$ cat config.mk
export PLATFORM = sky130hd
export DESIGN_NAME = hazard_controller
export DESIGN_NICKNAME = d
export VERILOG_FILES = /design/src/rtl/hazard_controller.sv
export SDC_FILE = /design/constraint.sdc
export NUM_CORES = 1
export LEC_CHECK = 0
export CAP_MARGIN = 0
export CORE_MARGIN = 4
export CORE_UTILIZATION = 43
export DETAILED_ROUTE_END_ITERATION = 7
export GPL_TIMING_DRIVEN = 0
export MAX_ROUTING_LAYER = met4
export PLACE_DENSITY = 0.84
export SYNTH_ARGS = -nofsm -noshare
export SYNTH_HDL_FRONTEND = slang
export SYNTH_SLANG_ARGS = --single-unit
$ cat constraint.sdc
create_clock -name clk -period 2.62 [get_ports clk]
set_clock_uncertainty 0.15 [all_clocks]
set_input_delay 0.786 -clock clk [delete_from_list [all_inputs] [get_ports clk]]
set_output_delay 0.786 -clock clk [all_outputs]
set_load 0.05 [all_outputs]
$ cat src/rtl/hazard_controller.sv
// Front-end sequencing for the 5-stage core: decides per cycle whether IF/ID/EX
// advance, hold (load-use bubble, data-memory freeze) or flush on a mispredict.
module hazard_controller #(
    parameter int COUNT_W      = 16,
    parameter int FLUSH_CYCLES = 1
) (
    input  logic               clk,
    input  logic               reset,
    input  logic               id_valid_i,
    input  logic [4:0]         rs1_addr_i,
    input  logic [4:0]         rs2_addr_i,
    input  logic               rs1_used_i,
    input  logic               rs2_used_i,
    input  logic [4:0]         id_rd_i,
    input  logic               id_we_i,
    input  logic               id_is_load_i,
    input  logic               mispredict_i,
    input  logic               mem_busy_i,
    output logic               pc_write_en_o,
    output logic               if_id_write_en_o,
    output logic               buble_o,
    output logic               flush_o,
    output logic               freeze_o,
    output logic [COUNT_W-1:0] stall_cycles_o,
    output logic [COUNT_W-1:0] flush_events_o
);

    // state  | meaning
    // RUN    | normal issue; services mispredicts and load-use bubbles
    // FLUSH  | extra flush cycles after a mispredict, flush_cnt still owed
    // FREEZE | data memory busy; a saved flush_cnt resumes FLUSH afterwards
    typedef enum logic [1:0] {ST_RUN, ST_FLUSH, ST_FREEZE} state_t;

    localparam logic [2:0]         FLUSH_RELOAD = 3'(FLUSH_CYCLES - 1);
    localparam logic [COUNT_W-1:0] COUNT_MAX    = '1;
    localparam logic [COUNT_W-1:0] COUNT_ONE    = COUNT_W'(1);

    state_t     state;
    logic       ex_valid;
    logic [4:0] ex_rd;
    logic       ex_load;
    logic       mis_pending;
    logic [2:0] flush_cnt;

    logic flush_active;
    logic redirect;
    logic load_use;

    // A non-zero count is only ever left behind by a mispredict, so it alone
    // marks an unfinished flush, whether we are flushing or frozen mid-flush.
    assign flush_active = (state != ST_RUN) && (flush_cnt != 3'd0);

    assign load_use = ex_valid && ex_load && (ex_rd != 5'd0) &&
                      ((rs1_used_i && (rs1_addr_i == ex_rd)) ||
                       (rs2_used_i && (rs2_addr_i == ex_rd)));

    always_comb begin
        pc_write_en_o    = 1'b1;
        if_id_write_en_o = 1'b1;
        buble_o          = 1'b0;
        flush_o          = 1'b0;
        freeze_o         = 1'b0;
        redirect         = 1'b0;
        if (!reset) begin
            redirect = 1'b0;
        end else if (mem_busy_i) begin
            freeze_o         = 1'b1;
            pc_write_en_o    = 1'b0;
            if_id_write_en_o = 1'b0;
        end else if (flush_active) begin
            flush_o = 1'b1;
        end else if (mispredict_i || mis_pending) begin
            flush_o  = 1'b1;
            redirect = 1'b1;
        end else if (load_use) begin
            buble_o          = 1'b1;
            pc_write_en_o    = 1'b0;
            if_id_write_en_o = 1'b0;
        end
    end

    always_ff @(posedge clk or negedge reset) begin
        if (!reset) begin
            state          <= ST_RUN;
            ex_valid       <= 1'b0;
            ex_rd          <= 5'd0;
            ex_load        <= 1'b0;
            mis_pending    <= 1'b0;
            flush_cnt      <= 3'd0;
            stall_cycles_o <= '0;
            flush_events_o <= '0;
        end else begin
            if ((buble_o || freeze_o) && (stall_cycles_o != COUNT_MAX))
                stall_cycles_o <= stall_cycles_o + COUNT_ONE;
            if (redirect && (flush_events_o != COUNT_MAX))
                flush_events_o <= flush_events_o + COUNT_ONE;

            if (mem_busy_i) begin
                state <= ST_FREEZE;
                // During an unfinished flush EX only holds killed bubbles
                if (mispredict_i && !flush_active)
                    mis_pending <= 1'b1;
            end else if (flush_active) begin
                ex_valid  <= 1'b0;
                flush_cnt <= flush_cnt - 3'd1;
                state     <= (flush_cnt == 3'd1) ? ST_RUN : ST_FLUSH;
            end else if (redirect) begin
                ex_valid    <= 1'b0;
                mis_pending <= 1'b0;
                flush_cnt   <= FLUSH_RELOAD;
                state       <= (FLUSH_CYCLES > 1) ? ST_FLUSH : ST_RUN;
            end else if (load_use) begin
                ex_valid <= 1'b0;
                state    <= ST_RUN;
            end else begin
                ex_valid <= id_valid_i && id_we_i;
                ex_rd    <= id_rd_i;
                ex_load  <= id_is_load_i;
                state    <= ST_RUN;
            end
        end
    end

endmodule

Word-level counts from Yosys, hierarchy flattened. Index checks and enable logic that the tools add are counted.

Register bits after elaboration: 45. Latch bits: 0. Bits in writable memories: 0. Bits in read-only memories: 0. Input bits: 24. Output and inout bits: 37. Memories kept: 0.

$add $sub $neg: 3. Multiply operators: 0. Div/mod/pow operators: 0. $lt $le $gt $ge: 0. Equality and inequality tests: 7. Shift operators: 0. Muxes and demuxes: 31. Bitwise operators: 4. Reductions and logical operators: 22.

Operators by type and width (number): adder 16 x 1 -> 16 bit (second input constant) (2); != test 16 bit (second input constant) (2); 2-to-1 mux 1 bit (28); equality test 5 bit (2); logical AND 1 bit (10); 2-to-1 mux 3 bit (2); nonzero test 2 bit (3); nonzero test 5 bit (1); inverter 1 bit (4); AND reduction 4 bit (1); equality test 3 x 1 -> 1 bit (second input constant) (1); logical OR 1 bit (3); AND reduction 3 bit (1); nonzero test 3 bit (1); subtractor 3 x 1 -> 3 bit (second input constant) (1); 2-to-1 mux 2 bit (1); != test 2 x 1 -> 1 bit (second input constant) (1); != test 2 bit (second input constant) (1); AND reduction 2 bit (1); logical NOT 1 bit (1).

Depth between registers and ports, before layout.
Word-level depth: 11. Gate-level depth with buffers: 8. Depth with buffers taken out: 7.

Worst setup path before layout. No wires, ideal clock.

Kind: input to output. Start: in rs1_addr_i[1]. End: out buble_o. Arrival time: 2.051 ns. Setup slack: -0.367 ns. Stages on the path: 5. Buffers on the path: 0. Cell sequence: xnor2_1 -> nand4_1 -> o22ai_1 -> nand2_1 -> nor2_1.

Word-level cells in the longest chain between the ends: 9.

RTL lines: from (decl) (line 10) `input logic [4:0] rs1_addr_i,`; equality test 5 bit (line 54) `((rs1_used_i && (rs1_addr_i == ex_rd)) ||`; logical AND 1 bit (line 54); logical OR 1 bit (line 54); logical AND 1 bit (line 53) `assign load_use = ex_valid && ex_load && (ex_rd != 5'd0) &&`; 2-to-1 mux 1 bit (line 75) `end else if (load_use) begin`; 2-to-1 mux 1 bit (line 72) `end else if (mispredict_i || mis_pending) begin`; 2-to-1 mux 1 bit (line 70) `end else if (flush_active) begin`; 2-to-1 mux 1 bit (line 66) `end else if (mem_busy_i) begin`; 2-to-1 mux 1 bit (line 64) `if (!reset) begin`; to (decl) (line 21) `output logic buble_o,`.

Every way passes these cells.

Worst setup path in the final report.
Start: reg ex_rd[1]. End: out pc_write_en_o.

Word-level cells in the longest chain between the ends: 9. Elaborated cells between the ends (all ways): 13.

RTL lines: from (decl) (line 40) `logic [4:0] ex_rd;`; from (signal assigned) (line 117) `ex_rd <= id_rd_i;`; equality test 5 bit (on tied branches) (line 54, 55); logical AND 1 bit (on tied branches) (line 54, 55); logical OR 1 bit (line 54); logical AND 1 bit (*) (line 53); 2-to-1 mux 1 bit (*) (line 75); 2-to-1 mux 1 bit (*) (line 72); 2-to-1 mux 1 bit (*) (line 70); 2-to-1 mux 1 bit (*) (line 66); 2-to-1 mux 1 bit (*) (line 64); to (decl) (line 19) `output logic pc_write_en_o,`.

Every way passes the cells marked *; elsewhere a longest branch is shown, timed or not.

==> flow_summary.yaml <==
grt:
  number_of_global_route_vias_before_repair: 1901
  grt_pass1_wl_mm: 8.70
  track_usage: 0.176
  largest_net_degree_at_the_start_of_global_routing: 26
  overflow: 0
  initial_antenna_violation_count: 0
clock_network:
  clk_pin_slew_worst_paths_ps: 90
  cts_tree: "yes"
  h_tree_depth_reported_by_cts: 2
  cts.hold.buffers_added: 0
  tritoncts.num_buffers: 5
  clock_sinks: 45
  clock_path_buffers: 2
  clockRootBuffer: "sky130_fd_sc_hd__clkbuf_8"
  clock_insertion_delay_worst_skew_ps: 300
power_and_ir_drop:
  power_density_mw_per_mm2: 880
  power_frac_comb: 0.452
  pwr-share-clk: 0.178
  sw_frac_of_total: 0.406
  p_leak_uw: 0.00139
  share_seq_of_total_power: 0.370
  net-switching-power_uw: 1170
  ir_drop_mv: 0.566
  cell_internal_pwr_uw: 1720
final_layout:
  non_filler_instance_count_after_layout: 362
  drive_above_1_share: 0.195
  post-route-util: 0.644
  synthToLayoutAreaGrowth_pct: 45.0
  design.final.nets: 320
  n_antenna_cell: 0
  final_cell_mix: "45 x sky130_fd_sc_hd__dfrtp_1, 41 x sky130_fd_sc_hd__clkdlybuf4s50_1, 23 x sky130_fd_sc_hd__xnor2_1"
  mostFrequentLayoutCell: "sky130_fd_sc_hd__dfrtp_1"
placement:
  io_buffers: 60
  routability_driven_placement_congestion_ratio: 0.825
  count_of_placed_standard_cells_including_taps: 344
  place_hpwl_mm: 3.59
sta:
  report.final.slew_viol_count: 0
  fin_tns_setup_ps: -940
  postLayoutSetupSlackWorst_ps: -348
  layout_min_cycle_time_ps: 2970
  finalSetupViolations: 3
  max_clock_freq_ghz: 0.337
  final_hold_viol_count: 0
  rsz0062_at_grt: "yes"
  maxSlewHeadroom: 0.603
  pin_slew_with_the_least_headroom_to_its_limit_ps: 592
  fraction_of_the_cycle_the_final_worst_path_needs: 1.13
logic_synthesis:
  synthesis.yosys.warnings: 0
  yosys_register_bits: 45
  postSynthAreaPerCell_um2: 10.6
  synth_edf_count: 0
  ys_types: 39
  gate_count_after_technology_mapping: 213
  postSynth.topFlopCell: "sky130_fd_sc_hd__dfrtp_1"
  cell_area_after_synthesis_mm2: 0.00227
  proportion_of_register_bits_with_asynchronous_set_or_reset_after_synthesis: 1.00
  synth-seq-area-share: 0.497
  net_count_of_the_mapped_netlist: 242
setup_path:
  timing.critical_path.buf_inv: 2
  path_class: "reg2out"
  crit_path_max_incr_delay_ps: 550
  crit_chain: "or4_4, o211ai_4, nor4bb_4, a21oi_4, buf_12, buf_12"
  path_common_cell: "sky130_fd_sc_hd__buf_12"
  critical-path-top-delay-family: "simple AND/OR/NAND/NOR gates"
  arrival_time_worst_endpoint_ps: 2030
  depth_of_the_critical_timing_path_with_buffers_and_inverters_included: 6
  cp_max_stage_cell: "sky130_fd_sc_hd__or4_4"
  startpoint_kind_of_the_worst_setup_timing_path: "flop"
  worst-endpoint-required_ps: 1680
  crit_path_max_fanout: 4
  crit_path_end_kind: "output port"
  timing.reg2reg.worst_path_depth: 8
floorplan:
  ioPinCount: 61
  core_mm2: 0.00511
  design.die.area_mm2: 0.00650
  floorplan.initialDensity: 0.444
  die-height_um: 80.6
  floorplan.rows: 26
  die-width_um: 80.6
routing:
  drt_first_pass_iters: 4
  drt_iter0_markers: 122
  via_count: 1863
  drt_drc_violations_left: 0
  drt.antenna.violating_nets: 0
  viasPerCell: 5.15
  detail_route.wirelength_mm: 5.08
  routed_wire_length_per_instance_um: 14.0
run:
  maxCapViolations: 0
outcome:
  status: "finished with violations"
  violations: "setup timing"
worst_hold_path:
  hold_path.class: "in2async"
## synthesized netlist by cell type, drive strengths merged, types with 3 or more instances
cell type	instances	share of area
dfrtp	45	0.50
xnor2	23	0.089
nand2	20	0.033
nor2	15	0.026
xor2	14	0.054
nor3	13	0.031
nand3	12	0.026
nand4	10	0.028
inv	8	0.013
mux2	8	0.040
ha	5	0.028
o21ai	5	0.011
a21oi	4	0.014
and2	4	0.011
a31oi	3	0.0083
nor4	3	0.011
or3	3	0.0083
## per-layer routing
layer | vias to the layer above | part of all wire | track usage | wire length, um
met3 | 7 | 0.048 | 0.0370 | 243
met2 | 51 | 0.50 | 0.293 | 2530
met1 | 911 | 0.44 | 0.210 | 2250
li1 | 894 | - | - | -
met5 | - | 0 | - | 0
met4 | 0 | 0.013 | 0.0642 | 65
## flip-flops by register name, indices dropped and copies added (netlist names)
signal,count
flush_events_o,16
stall_cycles_o,16
ex_rd,5
flush_cnt,3
state,2
ex_load,1
ex_valid,1
mis_pending,1
## through the flow
stage / hold WS, ps / power [uW] / cell area, um2 / setup slack (ps)
after floorplan: 300 / 1850 / 2310 / -84.9
after global placement: 324 / 2200 / 2990 / -2910
after detailed placement: 332 / 2230 / 3010 / -1280
after CTS: 148 / 2850 / 3210 / -397
after global routing: 126 / 3070 / 3290 / -446
final: 137 / 2890 / 3290 / -348
## cells by family (layout without fill, tap and decap cells)
| family | after synthesis | in the layout | share of synthesized area |
|---|---|---|---|
| buf+inv | 11 | 90 | 0.0232 |
| mux | 8 | 8 | 0.0397 |
| compound gates | 18 | 18 | 0.0591 |
| simple gates | 89 | 89 | 0.211 |
| xor+xnor | 37 | 37 | 0.143 |
| flops | 45 | 45 | 0.497 |
| fa+ha+maj | 5 | 5 | 0.0276 |
## worst register-to-register path, stage by stage, from the launching register on
cell	delay (ps)
sky130_fd_sc_hd__dfrtp_1	390
sky130_fd_sc_hd__or4_4	550
sky130_fd_sc_hd__o211ai_4	210
sky130_fd_sc_hd__nor4bb_4	90
sky130_fd_sc_hd__a21oi_4	240
sky130_fd_sc_hd__buf_4	190
sky130_fd_sc_hd__buf_4	150
sky130_fd_sc_hd__nor2_2	60
sky130_fd_sc_hd__mux2_1	320
## timing repair
item,in CTS,in global routing
buffers inserted,10,1
pin swaps,17,6
hold endpoints to repair,0,0
setup endpoints to repair,27,21
resized for setup,63,16
## final timing paths
kind,start,end,slack [ps]
max reg2reg,ex_rd[1]$_DFFE_PN0P_,stall_cycles_o[1]$_DFFE_PN0P_,150
min,reset,stall_cycles_o[8]$_DFFE_PN0P_,140
min in group clk,flush_cnt[2]$_DFFE_PN0P_,flush_cnt[2]$_DFFE_PN0P_,340
min reg2reg,flush_cnt[2]$_DFFE_PN0P_,flush_cnt[2]$_DFFE_PN0P_,340
max,ex_rd[1]$_DFFE_PN0P_,pc_write_en_o,-350
max in group asynchronous,reset,flush_events_o[2]$_DFFE_PN0P_,1830
## power by group through the flow
stage               clock network [uW]  registers [uW]  logic [uW]
floorplan                            0            1390         460
global placement                     0            1070        1120
detailed placement                   0            1080        1150
CTS                                531            1050        1260
global route                       567            1100        1400
finish                             516            1070        1310
## area by class of cell
cell class	instances	area (um2)
Inverter	8	30.0
Sequential cell	45	1130
Tap cell	70	87.6
Fill cell	440	1820
Buffer	2	23.8
Clock buffer	6	72.6
Clock inverter	2	38.8
Timing Repair Buffer	72	704
Multi-Input combinational cell	157	1200
(Power assumes the default switching activity.)
